### src/rtl/mem_arb_pkg.sv
// mem_arb_pkg
// Shared types and constants for the instruction/data memory arbiter.
//   arb_state_e    : arbiter FSM states (IDLE, GNT_IF, GNT_D)
//   grant_e        : arbitration decision made in IDLE
//   STARVE_MAX_DEF : default fetch-starvation limit (ARB_STARVE_GUARD_EN build)
//   ctr_width()    : width needed to hold a count of 0..max
package mem_arb_pkg;

  typedef enum logic [1:0] {
    IDLE   = 2'd0,
    GNT_IF = 2'd1,
    GNT_D  = 2'd2
  } arb_state_e;

  typedef enum logic [1:0] {
    GRANT_NONE = 2'd0,
    GRANT_IF   = 2'd1,
    GRANT_D    = 2'd2
  } grant_e;

  localparam int STARVE_MAX_DEF = 4;

  function automatic int ctr_width(input int max);
    return (max < 1) ? 1 : $clog2(max + 1);
  endfunction

endpackage

### src/rtl/mem_arbiter_if.sv
// mem_arbiter_if
// Bundles the fetch port, data port and shared downstream MMU port.
//   master : environment view (requesters drive requests, MMU drives
//            mem_r_data/mem_ready)
//   slave  : arbiter view
//
// Handshake: a requester raises *_valid with stable fields and holds it
// until its *_ready pulse. *_ready is a single-cycle completion pulse that
// qualifies *_r_data in that cycle. Downstream, mem_valid with stable
// mem_* fields is held until the MMU answers with a one-cycle mem_ready.
interface mem_arbiter_if #(
  parameter int WIDTH = 32
);
  // fetch port
  logic             if_valid;
  logic [WIDTH-1:0] if_addr;
  logic             if_ready;
  logic [WIDTH-1:0] if_r_data;
  // data port
  logic             d_valid;
  logic             d_we;
  logic [WIDTH-1:0] d_addr;
  logic [WIDTH-1:0] d_w_data;
  logic [3:0]       d_byte_en;
  logic             d_ready;
  logic [WIDTH-1:0] d_r_data;
  // downstream MMU port
  logic             mem_valid;
  logic             mem_we;
  logic [WIDTH-1:0] mem_addr;
  logic [WIDTH-1:0] mem_w_data;
  logic [3:0]       mem_byte_en;
  logic [WIDTH-1:0] mem_r_data;
  logic             mem_ready;

  modport master (
    output if_valid, if_addr,
    output d_valid, d_we, d_addr, d_w_data, d_byte_en,
    output mem_r_data, mem_ready,
    input  if_ready, if_r_data, d_ready, d_r_data,
    input  mem_valid, mem_we, mem_addr, mem_w_data, mem_byte_en
  );

  modport slave (
    input  if_valid, if_addr,
    input  d_valid, d_we, d_addr, d_w_data, d_byte_en,
    input  mem_r_data, mem_ready,
    output if_ready, if_r_data, d_ready, d_r_data,
    output mem_valid, mem_we, mem_addr, mem_w_data, mem_byte_en
  );

endinterface

### src/rtl/arb_starve_ctr.sv
// arb_starve_ctr
// Saturating count of data grants made while fetch was waiting.
//   clk, rst   : clock, synchronous active-high reset
//   i_inc      : a data grant is being made while if_valid=1
//   i_clr      : a fetch grant is being made
//   o_cnt      : current count (0..MAX)
//   o_at_max   : count has reached MAX; the next arbitration favours fetch
module arb_starve_ctr #(
  parameter int MAX = 4,
  parameter int W   = 3
) (
  input  logic         clk,
  input  logic         rst,
  input  logic         i_inc,
  input  logic         i_clr,
  output logic [W-1:0] o_cnt,
  output logic         o_at_max
);

  localparam logic [W-1:0] MAX_V = W'(MAX);

  logic [W-1:0] r_cnt;

  always_ff @(posedge clk) begin
    if (rst) begin
      r_cnt <= '0;
    end else if (i_clr) begin
      r_cnt <= '0;
    end else if (i_inc && (r_cnt != MAX_V)) begin
      r_cnt <= r_cnt + 1'b1;
    end
  end

  assign o_cnt    = r_cnt;
  assign o_at_max = (r_cnt == MAX_V);

endmodule

### src/rtl/mem_arbiter.sv
// mem_arbiter
// Two-requester arbiter (instruction fetch, load/store data) in front of a
// single MMU port. Data has fixed priority over fetch. One transaction is
// outstanding at a time and at least one IDLE cycle separates grants.
//
// Ports:
//   clk, rst      : clock, synchronous active-high reset
//   arb           : mem_arbiter_if.slave (fetch, data and MMU signals)
//   o_state       : debug view of the FSM state
//   o_starve_cnt  : debug view of the starvation counter (0 when not built)
//
// Build option: define ARB_STARVE_GUARD_EN to add the fetch-starvation
// guard; after STARVE_MAX consecutive data grants with fetch waiting, the
// next arbitration goes to fetch.
module mem_arbiter
  import mem_arb_pkg::*;
#(
  parameter  int WIDTH      = 32,
  parameter  int STARVE_MAX = STARVE_MAX_DEF,
  localparam int CTR_W      = ctr_width(STARVE_MAX)
) (
  input  logic             clk,
  input  logic             rst,
  mem_arbiter_if.slave     arb,
  output arb_state_e       o_state,
  output logic [CTR_W-1:0] o_starve_cnt
);

  arb_state_e       r_state;
  logic             r_mem_valid;
  logic             r_we;
  logic [WIDTH-1:0] r_addr;
  logic [WIDTH-1:0] r_w_data;
  logic [3:0]       r_byte_en;

  grant_e           w_grant;
  logic             w_force_if;

`ifdef ARB_STARVE_GUARD_EN
  logic w_starve_inc;
  logic w_starve_clr;

  assign w_starve_inc = (w_grant == GRANT_D) && arb.if_valid;
  assign w_starve_clr = (w_grant == GRANT_IF);

  arb_starve_ctr #(
    .MAX (STARVE_MAX),
    .W   (CTR_W)
  ) u_starve_ctr (
    .clk      (clk),
    .rst      (rst),
    .i_inc    (w_starve_inc),
    .i_clr    (w_starve_clr),
    .o_cnt    (o_starve_cnt),
    .o_at_max (w_force_if)
  );
`else
  assign w_force_if   = 1'b0;
  assign o_starve_cnt = '0;
`endif

  // Arbitration is only evaluated in IDLE, which is what enforces the
  // mandatory idle cycle between transactions. A starved fetch overrides
  // data only if fetch is actually requesting.
  always_comb begin
    w_grant = GRANT_NONE;
    if (r_state == IDLE) begin
      if (arb.d_valid && !(w_force_if && arb.if_valid)) begin
        w_grant = GRANT_D;
      end else if (arb.if_valid) begin
        w_grant = GRANT_IF;
      end
    end
  end

  // Request fields are captured at grant so a requester dropping valid
  // (or changing fields) mid-transaction cannot disturb the MMU port.
  always_ff @(posedge clk) begin
    if (rst) begin
      r_state     <= IDLE;
      r_mem_valid <= 1'b0;
      r_we        <= 1'b0;
      r_addr      <= '0;
      r_w_data    <= '0;
      r_byte_en   <= 4'b0000;
    end else begin
      case (r_state)
        IDLE: begin
          case (w_grant)
            GRANT_IF: begin
              r_state     <= GNT_IF;
              r_mem_valid <= 1'b1;
              r_we        <= 1'b0;
              r_addr      <= arb.if_addr;
              r_w_data    <= '0;
              r_byte_en   <= 4'b0000;
            end
            GRANT_D: begin
              r_state     <= GNT_D;
              r_mem_valid <= 1'b1;
              r_we        <= arb.d_we;
              r_addr      <= arb.d_addr;
              r_w_data    <= arb.d_w_data;
              r_byte_en   <= arb.d_we ? arb.d_byte_en : 4'b0000;
            end
            default: ;
          endcase
        end
        GNT_IF, GNT_D: begin
          if (arb.mem_ready) begin
            r_state     <= IDLE;
            r_mem_valid <= 1'b0;
          end
        end
        default: begin
          r_state     <= IDLE;
          r_mem_valid <= 1'b0;
        end
      endcase
    end
  end

  assign arb.mem_valid   = r_mem_valid;
  assign arb.mem_we      = r_we;
  assign arb.mem_addr    = r_addr;
  assign arb.mem_w_data  = r_w_data;
  assign arb.mem_byte_en = r_byte_en;

  // Completion pulses follow mem_ready combinationally; mem_ready seen in
  // IDLE matches neither grant state and is ignored. rst gates the pulse so
  // an abandoned transaction never reports completion.
  assign arb.if_ready  = (r_state == GNT_IF) && arb.mem_ready && !rst;
  assign arb.d_ready   = (r_state == GNT_D)  && arb.mem_ready && !rst;
  assign arb.if_r_data = arb.mem_r_data;
  assign arb.d_r_data  = arb.mem_r_data;

  assign o_state = r_state;

endmodule

### src/flat_wrapper.sv
// flat-port wrapper written by rule: the top's interface ports become plain ports
module mem_arbiter_flat import mem_arb_pkg::*;
#(
  parameter  int WIDTH      = 32,
  parameter  int STARVE_MAX = STARVE_MAX_DEF,
  localparam int CTR_W      = ctr_width(STARVE_MAX)
)
  (clk, rst, o_state, o_starve_cnt, arb_if_valid, arb_if_addr, arb_d_valid, arb_d_we, arb_d_addr, arb_d_w_data, arb_d_byte_en, arb_mem_r_data, arb_mem_ready, arb_if_ready, arb_if_r_data, arb_d_ready, arb_d_r_data, arb_mem_valid, arb_mem_we, arb_mem_addr, arb_mem_w_data, arb_mem_byte_en);
  mem_arbiter_if #(.WIDTH(WIDTH)) arb_i ();
  input  logic clk;
  input  logic rst;
  output arb_state_e o_state;
  output logic [CTR_W-1:0] o_starve_cnt;
  input wire logic [$bits(arb_i.if_valid)-1:0] arb_if_valid;
  input wire logic [$bits(arb_i.if_addr)-1:0] arb_if_addr;
  input wire logic [$bits(arb_i.d_valid)-1:0] arb_d_valid;
  input wire logic [$bits(arb_i.d_we)-1:0] arb_d_we;
  input wire logic [$bits(arb_i.d_addr)-1:0] arb_d_addr;
  input wire logic [$bits(arb_i.d_w_data)-1:0] arb_d_w_data;
  input wire logic [$bits(arb_i.d_byte_en)-1:0] arb_d_byte_en;
  input wire logic [$bits(arb_i.mem_r_data)-1:0] arb_mem_r_data;
  input wire logic [$bits(arb_i.mem_ready)-1:0] arb_mem_ready;
  output wire logic [$bits(arb_i.if_ready)-1:0] arb_if_ready;
  output wire logic [$bits(arb_i.if_r_data)-1:0] arb_if_r_data;
  output wire logic [$bits(arb_i.d_ready)-1:0] arb_d_ready;
  output wire logic [$bits(arb_i.d_r_data)-1:0] arb_d_r_data;
  output wire logic [$bits(arb_i.mem_valid)-1:0] arb_mem_valid;
  output wire logic [$bits(arb_i.mem_we)-1:0] arb_mem_we;
  output wire logic [$bits(arb_i.mem_addr)-1:0] arb_mem_addr;
  output wire logic [$bits(arb_i.mem_w_data)-1:0] arb_mem_w_data;
  output wire logic [$bits(arb_i.mem_byte_en)-1:0] arb_mem_byte_en;
  assign arb_i.if_valid = arb_if_valid;
  assign arb_i.if_addr = arb_if_addr;
  assign arb_i.d_valid = arb_d_valid;
  assign arb_i.d_we = arb_d_we;
  assign arb_i.d_addr = arb_d_addr;
  assign arb_i.d_w_data = arb_d_w_data;
  assign arb_i.d_byte_en = arb_d_byte_en;
  assign arb_i.mem_r_data = arb_mem_r_data;
  assign arb_i.mem_ready = arb_mem_ready;
  assign arb_if_ready = arb_i.if_ready;
  assign arb_if_r_data = arb_i.if_r_data;
  assign arb_d_ready = arb_i.d_ready;
  assign arb_d_r_data = arb_i.d_r_data;
  assign arb_mem_valid = arb_i.mem_valid;
  assign arb_mem_we = arb_i.mem_we;
  assign arb_mem_addr = arb_i.mem_addr;
  assign arb_mem_w_data = arb_i.mem_w_data;
  assign arb_mem_byte_en = arb_i.mem_byte_en;
  mem_arbiter #(.WIDTH(WIDTH), .STARVE_MAX(STARVE_MAX)) u_core (.clk(clk), .rst(rst), .arb(arb_i), .o_state(o_state), .o_starve_cnt(o_starve_cnt));
endmodule
### config.mk
export PLATFORM = sky130hd
export DESIGN_NAME = mem_arbiter_flat
export DESIGN_NICKNAME = d
export VERILOG_FILES = /design/src/rtl/mem_arb_pkg.sv /design/src/rtl/mem_arbiter_if.sv /design/src/rtl/arb_starve_ctr.sv /design/src/rtl/mem_arbiter.sv /design/src/flat_wrapper.sv
export SDC_FILE = /design/constraint.sdc
export NUM_CORES = 1
export LEC_CHECK = 0
export CAP_MARGIN = 20
export CELL_PAD_IN_SITES_DETAIL_PLACEMENT = 0
export CELL_PAD_IN_SITES_GLOBAL_PLACEMENT = 1
export CORE_MARGIN = 2
export CORE_UTILIZATION = 24
export DETAILED_ROUTE_END_ITERATION = 8
export PLACE_DENSITY = 0.84
export SLEW_MARGIN = 40
export SYNTH_ARGS = -nofsm -noshare
export SYNTH_HDL_FRONTEND = slang
export SYNTH_SLANG_ARGS = --single-unit
### constraint.sdc
create_clock -name clk -period 2.8 [get_ports clk]
set_input_delay 0.56 -clock clk [delete_from_list [all_inputs] [get_ports clk]]
set_output_delay 0.56 -clock clk [all_outputs]
set_load 0.05 [all_outputs]
# --- Yosys cells after proc, flatten, opt, wreduce, memory -nomap -nowiden ---
# Cells that the tools add are included.
totals:
  reg_bits: 72
  inputBits: 138
  out_inout_bits: 141
  elab_cells: 39
classes:
  n_eq_ne: 7
  muxes: 14
  reduce_logical: 12
ops:
  columns: ["op", "n"]
  rows:
  - ["$pmux 32 s2", 2]
  - ["$pmux 2 s2", 2]
  - ["$pmux 4 s2", 1]
  - ["$mux 2", 3]
  - ["$reduce_and 2->1", 3]
  - ["$eq 2x1->1 const B", 2]
  - ["$eq 2x2->1 const B", 2]
  - ["$logic_and 1x1->1", 4]
  - ["$mux 4", 1]
  - ["$ne 2x2->1 const B", 2]
  - ["$pmux 1 s2", 2]
  - ["$reduce_or 2->1", 2]
  - ["$mux 1", 3]
  - ["$ne 3x3->1 const B", 1]
  - ["$logic_not 2->1", 1]
  - ["$reduce_bool 2->1", 1]
  - ["$logic_not 1->1", 1]

# --- Longest topological paths before layout ---
logic_depth:
  ltp_word: 7
  ltp_mapped: 9
  depth_no_buf: 7

# --- Worst setup path after synthesis ---
# OpenSTA, ideal clock, no wires.
synth_timing:
  path_kind: "register to register"
  startpoint: "reg u_core.r_state[0] (netlist: u_core.o_state[0])"
  endpoint: "reg u_core.r_addr[0] (netlist: u_core.arb.mem_addr[0])"
  setup_time_ps: 133
  arrival_time_ps: 2167
  required_time_ps: 2667
  setup_slack_ps: 500
  stages_incl_launch_ff: 9
  period_less_slack_ps: 2300
  cell_sequence: "dfxtp_1 > inv_1 > ha_1 > and2_1 > ha_1 > and2b_1 > buf_4 > clkbuf_1 > a21oi_1"
synth_between:
  elab_chain_cells: 5
  word_cells_on_any_way: 7
  classes_between: "2 x eq/ne; 2 x mux; 3 x reduce/logical"
synth_lines:
  columns: ["item", "line", "text"]
  rows:
  - ["start: declaration", "mem_arbiter.sv:29", "arb_state_e r_state;"]
  - ["start signal: assignment", "mem_arbiter.sv:80", "r_state <= IDLE;"]
  - ["start signal: assignment", "mem_arbiter.sv:91", "r_state <= GNT_IF;"]
  - ["start signal: assignment", "mem_arbiter.sv:99", "r_state <= GNT_D;"]
  - ["$logic_not 2->1 (*)", "mem_arbiter.sv:67, mem_arbiter.sv:87", null]
  - ["$mux 2", "mem_arbiter.sv:67", "if (r_state == IDLE) begin"]
  - ["$eq 2x1->1 or $eq 2x2->1 (tied branches)", "mem_arbiter.sv:89", "case (w_grant)"]
  - ["$reduce_bool 2->1 (no source line)", null, null]
  - ["$reduce_and 2->1 (no source line)", null, null]
  - ["end signal: assignment", "mem_arbiter.sv:94", "r_addr <= arb.if_addr;"]
  - ["end signal: assignment", "mem_arbiter.sv:102", "r_addr <= arb.d_addr;"]
  - ["end: declaration", "mem_arbiter.sv:32", "logic [WIDTH-1:0] r_addr;"]
# Mark *: on every way between the ends. The rest lies on a longest branch, timed or not.
# A chain may end at the register's enable or synchronous reset.

# --- Worst setup path after layout ---
layout_timing:
  startpoint: "reg u_core.r_mem_valid (netlist: u_core.arb.mem_valid)"
  endpoint: "out arb_mem_valid"
layout_rtl:
  columns: ["item", "line", "text"]
  rows:
  - ["start: declaration", "mem_arbiter.sv:30", "logic r_mem_valid;"]
  - ["start signal: assignment", "mem_arbiter.sv:81", "r_mem_valid <= 1'b0;"]
  - ["start signal: assignment", "mem_arbiter.sv:92", "r_mem_valid <= 1'b1;"]
  - ["start signal: assignment", "mem_arbiter.sv:100", "r_mem_valid <= 1'b1;"]
  - ["end: declaration", "flat_wrapper.sv:27", "output wire logic [$bits(arb_i.mem_valid)-1:0] arb_mem_valid;"]
# No word-level cell between the ends.

==> impl_metrics.env <==
export IMPL_final_core_util_pct=37.0
export IMPL_cts_sinks=72
export IMPL_critPathTopFamily="buffers and inverters"
export IMPL_grt_max_degree=58
export IMPL_synthSimpleGateAreaFrac_pct=11.5
export IMPL_area_growth_pct=50.2
export IMPL_postCtsSetupBuffers=0
export IMPL_timing_slew_headroom_pct=61.6
export IMPL_die_height_um=124
export IMPL_final_common_cell="clkdlybuf4s50_1"
export IMPL_hold_class="reg2reg"
export IMPL_ctsResizeCount=0
export IMPL_drt_wl_total_mm=9.82
export IMPL_coreArea_um2=13900
export IMPL_synth_top_family_by_area="buffers and inverters"
export IMPL_finalWeightedCongestion=0.726
export IMPL_end_kind="output port"
export IMPL_crit_slowest_cell="clkdlybuf4s50_1"
export IMPL_rsz0062_at_grt="false"
export IMPL_synth_edf_count=0
export IMPL_peakVddDrop_v=0.000558
export IMPL_critPathArrivalTime_ns=1.53
export IMPL_start_util_pct=24.7
export IMPL_h_tree_depth=3
export IMPL_hold_viol_final=0
export IMPL_crit_path_max_fanout=2
export IMPL_die_x_um=124
export IMPL_finalPower_mw=5.29
export IMPL_clock_latency_ns=0.33
export IMPL_power_per_cell_area_nw_per_um2=1020
export IMPL_final_max_slew_viol_count=0
export IMPL_synth_xor_xnor_area_share_pct=0
export IMPL_worstMarginPinSlew_ns=0.574
export IMPL_final_antenna_net_count=0
export IMPL_clock_root_buffer="clkbuf_16"
export IMPL_grt_remaining_overflow=0
export IMPL_io_pins=279
export IMPL_remaining_drc_errors=0
export IMPL_cts_tree="yes"
export IMPL_skew_ns=0.00322
export IMPL_grt_usage_pct=12.9
export IMPL_dp_hpwl_mm=7.29
export IMPL_crit_buf_inv=1
export IMPL_antenna_found_initial=0
export IMPL_drt_iter0_drc=73
export IMPL_p_leak_nw=1.86
export IMPL_fmax_mhz=479
export IMPL_netlist_area_um2=3440
export IMPL_final_cell_mix="clkdlybuf4s50_1, dfxtp_1, a21oi_1, nand2_1, nand3_1"
export IMPL_finalNetCount=647
export IMPL_cts_buffers=9
export IMPL_worstSetupStartpointType="register"
export IMPL_die_area_um2=15300
export IMPL_syn_avg_cell_area_um2=8.59
export IMPL_drtPass1Iterations=4
export IMPL_synth_async_reset_ratio_pct=0
export IMPL_slowest_delay_ns=0.86
export IMPL_ctsHoldBuffers=0
export IMPL_setup_viol=0
export IMPL_cp_cell_sequence="clkdlybuf4s50_1"
export IMPL_fin_setup_tns_ns=0
export IMPL_synth_warnings=0
export IMPL_min_period_ns=2.09
export IMPL_whs_ns=0.448
export IMPL_grt_pass1_wl_mm=14.7
export IMPL_post_drt_wl_per_cell_um=14.3
export IMPL_fin_crit_sh_pct=74.6
export IMPL_muxShareOfSynthArea_pct=9.32
export IMPL_maxCapViolations=0
export IMPL_cts_buffer_depth=2
export IMPL_drive_gt1_share_pct=5.15
export IMPL_routed_via_count=3030
export IMPL_first_global_vias=2908
export IMPL_synth_cell_types=25
export IMPL_synth_compound_area_share_pct=15.6
export IMPL_status="complete, no violations"
export IMPL_setup_ws_ns=0.711
export IMPL_place_worst_setup_slack_ns=0.350
export IMPL_synth_seq_cells=72
export IMPL_cp_required_ns=2.24
export IMPL_fp_row_count=43
export IMPL_postSynthCellCount=400
export IMPL_worst_setup_path_type="reg2out"
export IMPL_synthAdderAreaFrac_pct=2.18
export IMPL_io_buffers=179
export IMPL_synth_ff_type="dfxtp_1"
export IMPL_yosysSeqAreaShare_pct=41.9
export IMPL_post_drt_via_cell_ratio=4.42
export IMPL_diodes=0
export IMPL_clkTransAtPathRegs_ns=0.05
layer usage:
metal	track usage, %	up-vias	share of wire (%)
li1	-	1504	-
met1	14.0	1360	39
met2	20.7	131	47
met3	4.90	35	11
met4	8.81	0	3.7
met5	0	-	0
layout make-up:
class	instances	area, µm²
Fill cell	1417	8770
Multi-Input combinational cell	230	1340
Clock inverter	1	5.00
Clock buffer	12	256
Tap cell	180	225
Timing Repair Buffer	187	1880
Inverter	3	11.3
Sequential cell	72	1440
Yosys cell counts (2+ instances only):
master     n  share of area [%]
buf_2     11                1.6
dfxtp_1   72                 42
o21ai_0   32                4.7
buf_4     73                 16
mux2i_1   32                9.3
clkbuf_1  10                1.1
ha_1       6                2.2
nand2_1   37                4.0
a21oi_1   70                 10
nand4_1    4               0.73
o31ai_1    2               0.44
and3_1     2               0.36
nand3_1   33                4.8
inv_1      3               0.33
buf_1      3               0.33
worst min-delay path, cell delays in order (launching register included):
cell and delay, ns:
dfxtp_1 0.30, nand2_1 0.05, a21oi_1 0.05
worst paths after layout:
kind	endpoint	startpoint	slack (ns)	cells after the start
worst max-delay path	arb_mem_valid	u_core.arb.mem_valid	0.71	1
worst max register to register	u_core.arb.mem_w_data[21]	u_core.o_state[0]	0.72	8
worst min register to register	u_core.arb.mem_w_data[10]	u_core.arb.mem_w_data[10]	0.45	2
worst min-delay path	u_core.arb.mem_w_data[10]	u_core.arb.mem_w_data[10]	0.45	2
metrics by stage:
stage | instance area [µm²] | instances
2_1_floorplan | 3440 | 402
3_3_place_gp | 4900 | 672
3_5_place_dp | 4900 | 672
4_1_cts | 5160 | 685
5_1_grt | 5160 | 685
6_report | 5160 | 685
report_power, final:
group | leakage [nW] | switching, mW | total, mW | internal (mW)
registers | 0.590 | 0.137 | 1.44 | 1.30
logic | 1.14 | 1.85 | 2.82 | 0.970
clock network | 0.130 | 0.396 | 1.03 | 0.631
total | 1.86 | 2.38 | 5.29 | 2.91
logic make-up (layout without fill, tap and decap cells):
group | after synthesis | in the layout
AOI/OAI and AO/OA | 105 | 105
adders and majority gates | 6 | 6
buffers and inverters | 100 | 203
DFF | 72 | 72
muxes | 32 | 32
other | 1 | 3
and+or+nand+nor | 84 | 84
state kept, by name (all words and copies together), names as in the netlist:
register                count
u_core.arb.mem_addr        32
u_core.arb.mem_w_data      32
u_core.arb.mem_byte_en      4
u_core.o_state              2
u_core.arb.mem_valid        1
u_core.arb.mem_we           1
Note: power is estimated with default switching activity, not from simulation.
